==> src/rtl/axi_read_qos_arbiter.sv <==
// ---------------------------------------------------------------------------
// axi_read_qos_arbiter
//
// Read-address arbiter with per-master QoS regulation. It sits between
// N_MASTERS AXI4 read masters and one shared slave AR port. It limits each
// master's reads in flight and its data beats per refill window. The
// latency-critical master PRIO_ID is exempt from the beat budget and wins
// arbitration whenever it is eligible. The R channel is only tapped, so that
// completed reads can be retired.
//
// Ports
//   clock, reset     rising-edge clock, asynchronous active-high reset
//   qos_enable       1: QoS limits and priority active, 0: plain round-robin
//   s_ar_valid/ready per-master AR handshake (ready is one-hot or zero)
//   s_ar_addr/len    per-master payload, master i at [i*W +: W]
//   m_ar_*           registered AR request towards the slave, id = master
//   r_valid/ready/last/id  R-channel tap used to retire outstanding reads
//   throttled        per-master: was valid but ineligible in the last cycle
//   cnt_err          sticky: a retire arrived for a master with nothing open
// ---------------------------------------------------------------------------
module axi_read_qos_arbiter #(
    parameter int N_MASTERS       = 4,
    parameter int ADDR_W          = 32,
    parameter int ID_W            = 2,
    parameter int MAX_OUTSTANDING = 16,
    parameter int BUDGET_BEATS    = 512,
    parameter int WINDOW_CYCLES   = 4096,
    parameter int PRIO_ID         = 0
) (
    input  logic                        clock,
    input  logic                        reset,
    input  logic                        qos_enable,
    input  logic [N_MASTERS-1:0]        s_ar_valid,
    output logic [N_MASTERS-1:0]        s_ar_ready,
    input  logic [N_MASTERS*ADDR_W-1:0] s_ar_addr,
    input  logic [N_MASTERS*8-1:0]      s_ar_len,
    output logic                        m_ar_valid,
    input  logic                        m_ar_ready,
    output logic [ADDR_W-1:0]           m_ar_addr,
    output logic [7:0]                  m_ar_len,
    output logic [ID_W-1:0]             m_ar_id,
    input  logic                        r_valid,
    input  logic                        r_ready,
    input  logic                        r_last,
    input  logic [ID_W-1:0]             r_id,
    output logic [N_MASTERS-1:0]        throttled,
    output logic                        cnt_err
);

    // One spare bit above the cap so that counting with QoS disabled can
    // run past MAX_OUTSTANDING without wrapping back to a small value.
    localparam int OC_W  = $clog2(MAX_OUTSTANDING + 1) + 1;
    localparam int BUD_W = $clog2(BUDGET_BEATS + 1);
    localparam int WIN_W = (WINDOW_CYCLES > 1) ? $clog2(WINDOW_CYCLES) : 1;
    localparam int IDX_W = (N_MASTERS > 1) ? $clog2(N_MASTERS) : 1;

    localparam logic [0:0] ST_IDLE = 1'b0;
    localparam logic [0:0] ST_BUSY = 1'b1;

    localparam logic [OC_W-1:0]  OC_CAP   = OC_W'(MAX_OUTSTANDING);
    localparam logic [OC_W-1:0]  OC_SAT   = {OC_W{1'b1}};
    localparam logic [BUD_W-1:0] BUD_FULL = BUD_W'(BUDGET_BEATS);
    localparam logic [WIN_W-1:0] WIN_LAST = WIN_W'(WINDOW_CYCLES - 1);

    logic [0:0]           state_q, state_d;
    logic                 m_valid_q, m_valid_d;
    logic [ADDR_W-1:0]    addr_q, addr_d;
    logic [7:0]           len_q, len_d;
    logic [ID_W-1:0]      id_q, id_d;
    logic [IDX_W-1:0]     rr_q, rr_d;
    logic [WIN_W-1:0]     win_q, win_d;
    logic [N_MASTERS-1:0] throttled_q, throttled_d;
    logic                 cnt_err_q, cnt_err_d;

    logic [N_MASTERS-1:0] eligible;
    logic [N_MASTERS-1:0] err_hit;
    logic [IDX_W-1:0]     win_idx;
    logic [IDX_W-1:0]     cand_idx;
    logic                 win_found;
    logic                 prio_win;
    logic                 accept;
    logic                 retire;
    logic                 refill;

    // Reset gates the grant so no handshake can complete while reset is held.
    assign accept = (state_q == ST_IDLE) && win_found && !reset;
    assign retire = r_valid && r_ready && r_last && (int'(r_id) < N_MASTERS);
    assign refill = (win_q == WIN_LAST);

    // Per-master outstanding counter, beat budget and eligibility.
    generate
        for (genvar gi = 0; gi < N_MASTERS; gi++) begin : g_master
            localparam bit IS_PRIO = (gi == PRIO_ID);

            logic [OC_W-1:0]  oc_q, oc_d;
            logic [BUD_W-1:0] budget_q, budget_d, budget_base;
            logic [8:0]       beats;
            logic             inc, dec, budget_ok;

            assign beats = {1'b0, s_ar_len[gi*8 +: 8]} + 9'd1;

            // A full budget always admits one request, so bursts larger than
            // the whole budget still make progress once per window.
            assign budget_ok = IS_PRIO
                             || (int'(budget_q) >= int'(beats))
                             || (budget_q == BUD_FULL);

            assign eligible[gi] = s_ar_valid[gi]
                                & (~qos_enable | ((oc_q < OC_CAP) & budget_ok));

            assign inc             = accept && (win_idx == IDX_W'(gi));
            assign dec             = retire && (r_id == ID_W'(gi));
            assign err_hit[gi]     = dec && (oc_q == '0);
            assign s_ar_ready[gi]  = inc;
            assign throttled_d[gi] = s_ar_valid[gi] & ~eligible[gi];

            always_comb begin
                oc_d = oc_q;
                if (inc && !dec && (oc_q != OC_SAT)) begin
                    oc_d = oc_q + OC_W'(1);
                end else if (dec && !inc && (oc_q != '0)) begin
                    oc_d = oc_q - OC_W'(1);
                end

                // Refill replaces the budget rather than adding to it; an
                // accept in the refill cycle is charged against the new value.
                budget_base = refill ? BUD_FULL : budget_q;
                budget_d    = budget_base;
                if (inc) begin
                    budget_d = (int'(budget_base) > int'(beats))
                             ? budget_base - BUD_W'(beats) : '0;
                end
            end

            always_ff @(posedge clock or posedge reset) begin
                if (reset) begin
                    oc_q     <= '0;
                    budget_q <= BUD_FULL;
                end else begin
                    oc_q     <= oc_d;
                    budget_q <= budget_d;
                end
            end
        end
    endgenerate

    // Winner: priority master first, then the first eligible master at or
    // after the round-robin pointer.
    always_comb begin
        win_idx   = '0;
        win_found = 1'b0;
        prio_win  = 1'b0;
        cand_idx  = '0;
        if (qos_enable && eligible[PRIO_ID]) begin
            win_idx   = IDX_W'(PRIO_ID);
            win_found = 1'b1;
            prio_win  = 1'b1;
        end else begin
            for (int k = 0; k < N_MASTERS; k++) begin
                cand_idx = IDX_W'((int'(rr_q) + k) % N_MASTERS);
                if (!win_found && eligible[cand_idx]) begin
                    win_idx   = cand_idx;
                    win_found = 1'b1;
                end
            end
        end
    end

    always_comb begin
        state_d   = state_q;
        m_valid_d = m_valid_q;
        addr_d    = addr_q;
        len_d     = len_q;
        id_d      = id_q;
        rr_d      = rr_q;
        case (state_q)
            ST_IDLE: begin
                if (accept) begin
                    state_d   = ST_BUSY;
                    m_valid_d = 1'b1;
                    addr_d    = s_ar_addr[win_idx*ADDR_W +: ADDR_W];
                    len_d     = s_ar_len[win_idx*8 +: 8];
                    id_d      = ID_W'(win_idx);
                    // A priority grant does not consume the round-robin turn.
                    if (!prio_win) begin
                        rr_d = (int'(win_idx) == N_MASTERS - 1)
                             ? '0 : win_idx + IDX_W'(1);
                    end
                end
            end
            ST_BUSY: begin
                if (m_ar_ready) begin
                    state_d   = ST_IDLE;
                    m_valid_d = 1'b0;
                end
            end
            default: begin
                state_d   = ST_IDLE;
                m_valid_d = 1'b0;
            end
        endcase
        win_d     = refill ? '0 : win_q + WIN_W'(1);
        cnt_err_d = cnt_err_q | (|err_hit);
    end

    always_ff @(posedge clock or posedge reset) begin
        if (reset) begin
            state_q     <= ST_IDLE;
            m_valid_q   <= 1'b0;
            addr_q      <= '0;
            len_q       <= '0;
            id_q        <= '0;
            rr_q        <= '0;
            win_q       <= '0;
            throttled_q <= '0;
            cnt_err_q   <= 1'b0;
        end else begin
            state_q     <= state_d;
            m_valid_q   <= m_valid_d;
            addr_q      <= addr_d;
            len_q       <= len_d;
            id_q        <= id_d;
            rr_q        <= rr_d;
            win_q       <= win_d;
            throttled_q <= throttled_d;
            cnt_err_q   <= cnt_err_d;
        end
    end

    assign m_ar_valid = m_valid_q;
    assign m_ar_addr  = addr_q;
    assign m_ar_len   = len_q;
    assign m_ar_id    = id_q;
    assign throttled  = throttled_q;
    assign cnt_err    = cnt_err_q;

endmodule
==> config.mk <==
export PLATFORM = sky130hd
export DESIGN_NAME = axi_read_qos_arbiter
export DESIGN_NICKNAME = d
export VERILOG_FILES = /design/src/rtl/axi_read_qos_arbiter.sv
export SDC_FILE = /design/constraint.sdc
export NUM_CORES = 1
export LEC_CHECK = 0
export BUFFER_PORTS_ARGS = -buffer_cell sky130_fd_sc_hd__buf_2
export CAP_MARGIN = 10
export CORE_MARGIN = 5
export CORE_UTILIZATION = 30
export CTS_BUF_LIST = sky130_fd_sc_hd__clkbuf_4 sky130_fd_sc_hd__clkbuf_8
export CTS_CLUSTER_SIZE = 24
export DETAILED_ROUTE_END_ITERATION = 6
export GPL_ROUTABILITY_DRIVEN = 1
export PLACE_DENSITY = 0.54
export SETUP_SLACK_MARGIN = 0.2
export SLEW_MARGIN = 20
export SYNTH_ARGS = -nofsm -noshare
export SYNTH_HDL_FRONTEND = slang
export SYNTH_SLANG_ARGS = --single-unit
==> constraint.sdc <==
create_clock -name clock -period 7.8 [get_ports clock]
set_clock_uncertainty 0.15 [all_clocks]
set_input_delay 1.17 -clock clock [delete_from_list [all_inputs] [get_ports clock]]
set_output_delay 1.17 -clock clock [all_outputs]
set_load 0.01 [all_outputs]
==> results of run 1 <==
-- routing by layer --
layer / GRT usage (%) / share of wire, % / vias up
met2: 27.3 / 48 / 221
met1: 18.8 / 43 / 3680
met4: 5.21 / 2.8 / 0
met3: 2.87 / 6.0 / 41
met5: 0 / 0 / -
li1: - / - / 3908
-- per-stage QoR --
stage               setup WS [ns]  cells  util [%]  hold WS [ns]
floorplan                    1.62    966         -         0.289
global placement             1.23   1543      35.5         0.304
detailed placement           1.09   1543      35.5         0.311
CTS                          1.25   1575      36.9         0.326
global route                0.921   1575      36.9         0.358
finish                       1.27   1575      36.9         0.320
-- power by group through the flow --
stage,logic [W],clock network (W),registers (W)
5_1_grt,0.00291,0.000648,0.00114
4_1_cts,0.00265,0.000620,0.00110
6_report,0.00261,0.000594,0.00110
2_1_floorplan,0.00199,0,0.00109
3_5_place_dp,0.00263,0,0.00110
3_3_place_gp,0.00261,0,0.00110
-- how the worst min path moves through the flow --
| stage | start | endpoint | slack (ns) | cells after the start |
|---|---|---|---|---|
| final | win_q[10] | win_q[10] | 0.32 | 1 |
| after global routing | win_q[0] | win_q[0] | 0.36 | 1 |
| after CTS | win_q[10] | win_q[10] | 0.33 | 1 |
| after detailed placement | m_ar_valid | m_ar_valid | 0.31 | 2 |
| after global placement | m_ar_valid | m_ar_valid | 0.30 | 2 |
| after floorplan | win_q[10] | win_q[10] | 0.29 | 1 |
-- cells by family after synthesis --
logic type | Yosys count | share of synthesized area (%)
xor gates and xnor gates | 69 | 6.66
buffers and inverters | 88 | 4.38
adders and majority gates | 82 | 11.8
AOI/OAI and AO/OA | 181 | 14.9
and+or+nand+nor | 323 | 17.6
DFF | 117 | 32.3
muxes | 106 | 12.4
-- Yosys cell counts, drive strengths merged (4+ instances only) --
master / n
o31ai: 5
fa: 7
o21ai: 37
buf: 26
and2: 24
nand2b: 14
clkbuf: 20
and4: 4
nand3: 41
o221ai: 40
a221oi: 5
nand4b: 5
o211ai: 4
xor2: 28
and3: 7
a31oi: 4
o21bai: 6
xnor2: 41
nand4: 15
nor2: 46
nand2: 132
inv: 42
a21oi: 41
ha: 72
nor3: 6
a21o: 8
mux2: 16
nor4: 9
nor2b: 11
dfrtp: 114
o21a: 6
nand3b: 7
mux2i: 90
-- sequential cells by signal (all words and copies together), names as in the netlist --
name,cells
throttled,4
g_master.oc_q,24
rr_q,2
m_ar_id,2
m_ar_valid,1
g_master.budget_q,30
cnt_err,1
state_q,1
m_ar_addr,32
win_q,12
m_ar_len,8
-- layout make-up --
class                      instances  area share (%)
multi-input combinational        761            52.7
sequential                       117            26.8
timing repair buffer             233            10.8
tap                              390            4.45
clock buffer                      19            2.33
inverter                          42            1.46
clock inverter                    13            1.44
-- cell usage in the layout, fill, tap and decap left out, drive strengths merged, types with 4 or more instances in the layout --
| cell | instances |
|---|---|
| buf | 233 |
| a221oi | 5 |
| nor2b | 11 |
| o21bai | 6 |
| clkinv | 9 |
| a31oi | 4 |
| o31ai | 5 |
| xnor2 | 41 |
| mux2i | 90 |
| nand4b | 5 |
| nand3 | 41 |
| nand3b | 7 |
| o211ai | 4 |
| o221ai | 40 |
| nor4 | 9 |
| mux2 | 16 |
| ha | 72 |
| dfrtp | 114 |
| nor2 | 46 |
| a21o | 8 |
| inv | 42 |
| nand2b | 14 |
| clkbuf | 19 |
| and3 | 7 |
| a21oi | 41 |
| nand2 | 132 |
| o21a | 6 |
| o21ai | 37 |
| xor2 | 28 |
| fa | 7 |
| and4 | 4 |
| and2 | 24 |
| nor3 | 6 |
| nand4 | 15 |
==> summary.txt, run 1 <==
Outcome
  – Outcome: finished, final reports clean

Placement
  – IO buf count: approximately 220
  – Area post-placement: 0.0105 mm^2
  – GP Congestion: 0.884
  – Hpwl dp: 20.9 mm

Critical path
  – Crit Path Class: input pin to primary output
  – Reg2Reg Launch Point: g_master[2].oc_q[4]
  – Slowest-stage cell, CP: a211oi_4
  – CP endpoint kind: primary output
  – FF-to-FF End: g_master[2].oc_q[5]
  – Delay of the slowest critical-path stage: 0.53 ns
  – Crit Path Max Fanout: 12
  – CP cell instances: buf_2, and3_1, and2_1, nand4_1, xor2_1, ha_1, a21o_1, a211o_1, o21ai_1, a211oi_4, nor4_2, a22oi_2, nand2_1, a221oi_2, ha_1, nand2_1, inv_2, buf_2
  – Critical path arrival: 5.21 ns
  – WP buf/inv: 3
  – Top Family by Delay on Critical Path: compound AO/OA/AOI/OAI gates
  – WP data required: 6.48 ns
  – Worst Setup EP: s_ar_ready[3]
  – Internal reg-to-reg setup slack: 2.49 ns
  – Levels on crit path: 18
  – Worst reg-to-reg path cell count: 19
  – CP Launch Point: s_ar_len[12]
  – Critical Path Source Type: input pin

Clock tree
  – Htree depth: 4
  – CTS max path bufs: 2
  – Clock-pin slew on the worst setup and hold paths: ~0.07 ns
  – Root buf cell: clkbuf_8
  – Postcts setup bufs: 0
  – Post-cts resize count: 0
  – CTS tree: done
  – CTS Buf Count: 17
  – Hold_buf cts: 0
  – Clock Latency Late Sink: 0.44 ns
  – Clock Sinks: 117

Global route
  – Tot GR Track Use: 15.4%
  – First-pass GRT wire length: 41.7 mm
  – Largest net degree at the start of global routing: 74
  – Initial antenna violation count: 0
  – Gr ovfl total: 0
  – Vias in the first global route: 7,798

Floorplanning
  – Row count: 63
  – Die ar.: 0.0338 mm^2
  – Die Y: 184 um
  – Core area: approximately 0.030 mm^2
  – Initial Utilization: 30.5%
  – Io pins: 225
  – Die X: 184 um

Synth
  – Synthesis Warnings: 0
  – Netlist Area Pre-Place: 0.00908 mm^2
  – Post-synth top area share: 31.4%
  – Cells after synthesis: about 970
  – Top post-synthesis cells by area: dfrtp_1 31%, ha_1 9.9%, mux2i_1 9.9%
  – Synthesized Nets: 1,218
  – Post-synth top flop: dfrtp_1
  – Post-synthesis register bit count: ~120
  – Post-synthesis sequential area ratio: 32.3%
  – Asr flop ratio synth: 100%
  – Cell variety after synth: 72
  – Yosys top cell by area: dfrtp_1
  – Post-synth EDFFs: 0
  – Mapped Avg Cell Area: between 9 and 10 um^2

Timing
  – Max Fclk: 0.153 GHz
  – Final Max Slew Viols: 0
  – Relative slew slack: 31.7%
  – Setup violators final: 0
  – Least-Margin Pin Slew: 1.02 ns
  – Setup_tns: 0 ns
  – RSZ-0062 raised after global routing: false
  – Min cycle time layout: 6.53 ns
  – Fin crit share: 83.7%
  – Hold Vio Cnt, Final: 0

Pwr
  – Clock network fraction of total power: 13.8%
  – NetSw: just under 0.002 W
  – Switching Share: 44.8%
  – Gate power share: 60.7%
  – Highest ir drop seen on vdd: about 0.18 mV
  – P_leak: 5.25 nW
  – Pwr Total: 0.00430 W
  – Sequential share of power: 25.5%
  – Pint: 0.00237 W
  – Pwr Density: 392 mW/mm^2

Route
  – DRT iter0 DRCs: between 300 and 400
  – Via density: 4.98
  – Total Wirelength: 26.9 mm
  – Detailed-router iteration count before antenna repair: 4
  – Via count: 7,850
  – Antenna viol nets, final: 0
  – DRC: 0
  – Drt wl/cell: about 17 um

Layout
  – Area of the multi-input gates: 0.00578 mm^2
  – Synth-to-layout area growth: 20.7%
  – Filler cell count: 3,000
  – Antenna Cells: 0
  – Storage cell area: approximately 0.0029 mm^2
  – NumNets Final: 1,424
  – Final instance area: 0.0110 mm^2
  – Layout cell share with drive strength beyond 1: a little over a quarter

Flow run
  – Max cap viols: 0

Worst hold path
  – Hold WC Path Type: flop to flop
No activity file was read; power rests on OpenSTA's default activity.
==> inputs of run 2 (changes only) <==
- clock period: 7.8 -> 6.4 ns (I/O delays scaled with it)
==> summary.txt, run 2 (synthesis gave the netlist of run 1 again) <==
Outcome
  – Outcome: finished, final reports clean

Layout
  – NumNets Final: 1,438
  – Largest register FFs: 32
  – Synth-to-layout area growth: 21.5%
  – Utilization after layout: 37.1%
  – Layout cell share with drive strength beyond 1: 27.0%
  – Antenna Cells: 0
  – Most common cell after layout, fill and taps aside: buf_2
  – Most frequent cells in the layout: 224 x buf_2, 129 x nand2_1, 114 x dfrtp_1
  – Non-Filler Instances: 1,589

Pwr
  – Highest ir drop seen on vdd: 0.187 mV
  – Pwr Density: 475 mW/mm^2
  – P_leak: 5.29 nW

Route
  – Total Wirelength: 27.2 mm
  – DRC: 0
  – Detailed-router iteration count before antenna repair: 4
  – Antenna viol nets, final: 0
  – Drt wl/cell: around 17 um
  – Via count: 7,948
  – Via density: 5.00
  – DRT iter0 DRCs: 343

Critical path
  – Crit Path Class: input pin to primary output
  – Slowest-stage cell, CP: a221oi_2
  – Critical Path Source Type: input pin
  – Delay of the slowest critical-path stage: 0.44 ns
  – CP endpoint kind: primary output
  – WP data required: 5.29 ns
  – CP cell instances: buf_2, and3_1, and2_1, nand4_1, xor2_1, ha_1, a21o_1, a2111o_1, a311oi_2, a211oi_4, o21bai_1, a221oi_2, inv_2, ha_1, nand2_2, inv_2, buf_2
  – WP buf/inv: 4
  – Top Family by Delay on Critical Path: compound AO/OA/AOI/OAI gates
  – Critical path arrival: 4.72 ns
  – Crit Path Max Fanout: 12

Global route
  – Largest net degree at the start of global routing: 66
  – Vias in the first global route: 7,993
  – Tot GR Track Use: between 15 and 20%
  – Gr ovfl total: 0
  – First-pass GRT wire length: 42.4 mm
  – Initial antenna violation count: 1

Clock tree
  – CTS Buf Count: 17
  – Clock Latency Late Sink: between 0.4 and 0.5 ns
  – Clock-pin slew on the worst setup and hold paths: 0.07 ns
  – Root buf cell: clkbuf_8
  – Htree depth: 4
  – Clock Sinks: around 120
  – CTS max path bufs: 2
  – CTS tree: done

Timing
  – Least-Margin Pin Slew: 0.867 ns
  – Relative slew slack: 42.2%
  – Hold Vio Cnt, Final: 0
  – Setup_tns: 0 ns
  – Fin crit share: 91.1%
  – Fin worst setup slack: 0.568 ns
  – Setup violators final: 0
  – RSZ-0062 raised after global routing: false
  – Max Fclk: 0.171 GHz
  – Final Max Slew Viols: 0
  – Min cycle time layout: 5.83 ns

Floorplanning
  – Core area: 0.0297 mm^2
  – Io pins: 225
  – Die ar.: 0.0338 mm^2
  – Die Y: 184 um
  – Die X: ~180 um
  – Initial Utilization: 30.5%
  – Row count: 63

Placement
  – Hpwl dp: roughly 21 mm
  – GP Congestion: 0.838
  – Placed cells: roughly 1,600
  – IO buf count: 224
  – DP Worst Slack: 0.0616 ns

Worst hold path
  – Hold WC Path Type: flop to flop

Flow run
  – Max cap viols: 0
run 2: what timing repair did:
action / CTS / global route
endpoints found under the setup margin: 0 / 2
hold buffers: 0 / 0
setup buffers: 0 / 0
gates resized for setup: 0 / 2
run 2: path summary, 6_finish.rpt:
path / depth (start not counted) / slack (ns) / from / to
worst max-delay path: 17 / 0.57 / s_ar_len[11] / s_ar_ready[1]
worst min-delay path: 1 / 0.33 / win_q[10] / win_q[10]
worst max register to register: 21 / 1.52 / g_master[1].budget_q[7] / g_master[1].oc_q[5]
worst min register to register: 1 / 0.33 / win_q[10] / win_q[10]
max in group asynchronous: 3 / 4.28 / reset / g_master[3].budget_q[8]
min in group asynchronous: 2 / 0.56 / reset / throttled[0]
run 2: area by class of cell:
cell class	count	area, um^2
clock buffer	20	263
inverter	42	160
timing repair buffer	247	1290
multi-input combinational	761	5790
clock inverter	12	108
fill	3053	18700
sequential	117	2930
tap	390	488
run 2: per-stage QoR:
| stage | hold WS (ns) | total power, W | area [um^2] |
|---|---|---|---|
| final | 0.329 | 0.00524 | 11000 |
| after global routing | 0.341 | 0.00573 | 11000 |
| after CTS | 0.323 | 0.00530 | 11000 |
| after floorplan | 0.289 | 0.00375 | 9080 |
| after detailed placement | 0.310 | 0.00462 | 10600 |
| after global placement | 0.306 | 0.00457 | 10600 |
run 2: report_power, final:
part           switching [W]  internal (W)  leakage, nW
registers           0.000259       0.00107         1.44
clock network       0.000333      0.000325        0.185
logic                0.00178       0.00147         3.67
run 2: worst reg2reg max path, cell delays in order (launching register included):
cell and delay, ns:
dfrtp_1 0.39, ha_1 0.31, a21o_1 0.20, a2111o_1 0.42
a311oi_2 0.33, a211oi_4 0.14, a21oi_2 0.15, o2111ai_2 0.19
nand2_1 0.15, a221oi_2 0.10, inv_2 0.09, ha_1 0.20
inv_1 0.09, nor4_4 0.34, inv_1 0.18, ha_1 0.31
a21o_1 0.18, a21oi_1 0.23, o21bai_1 0.10, a21oi_1 0.18
mux2i_1 0.23, xnor2_1 0.13
run 2: routing by layer:
layer / global-route usage [%] / vias up / routed length (um)
met3: 3.21 / 23 / 1660
met4: 4.53 / 2 / 446
met1: 18.9 / 3783 / 11700
li1: - / 3934 / -
met5: 0 / - / 11
met2: 28.0 / 206 / 13300
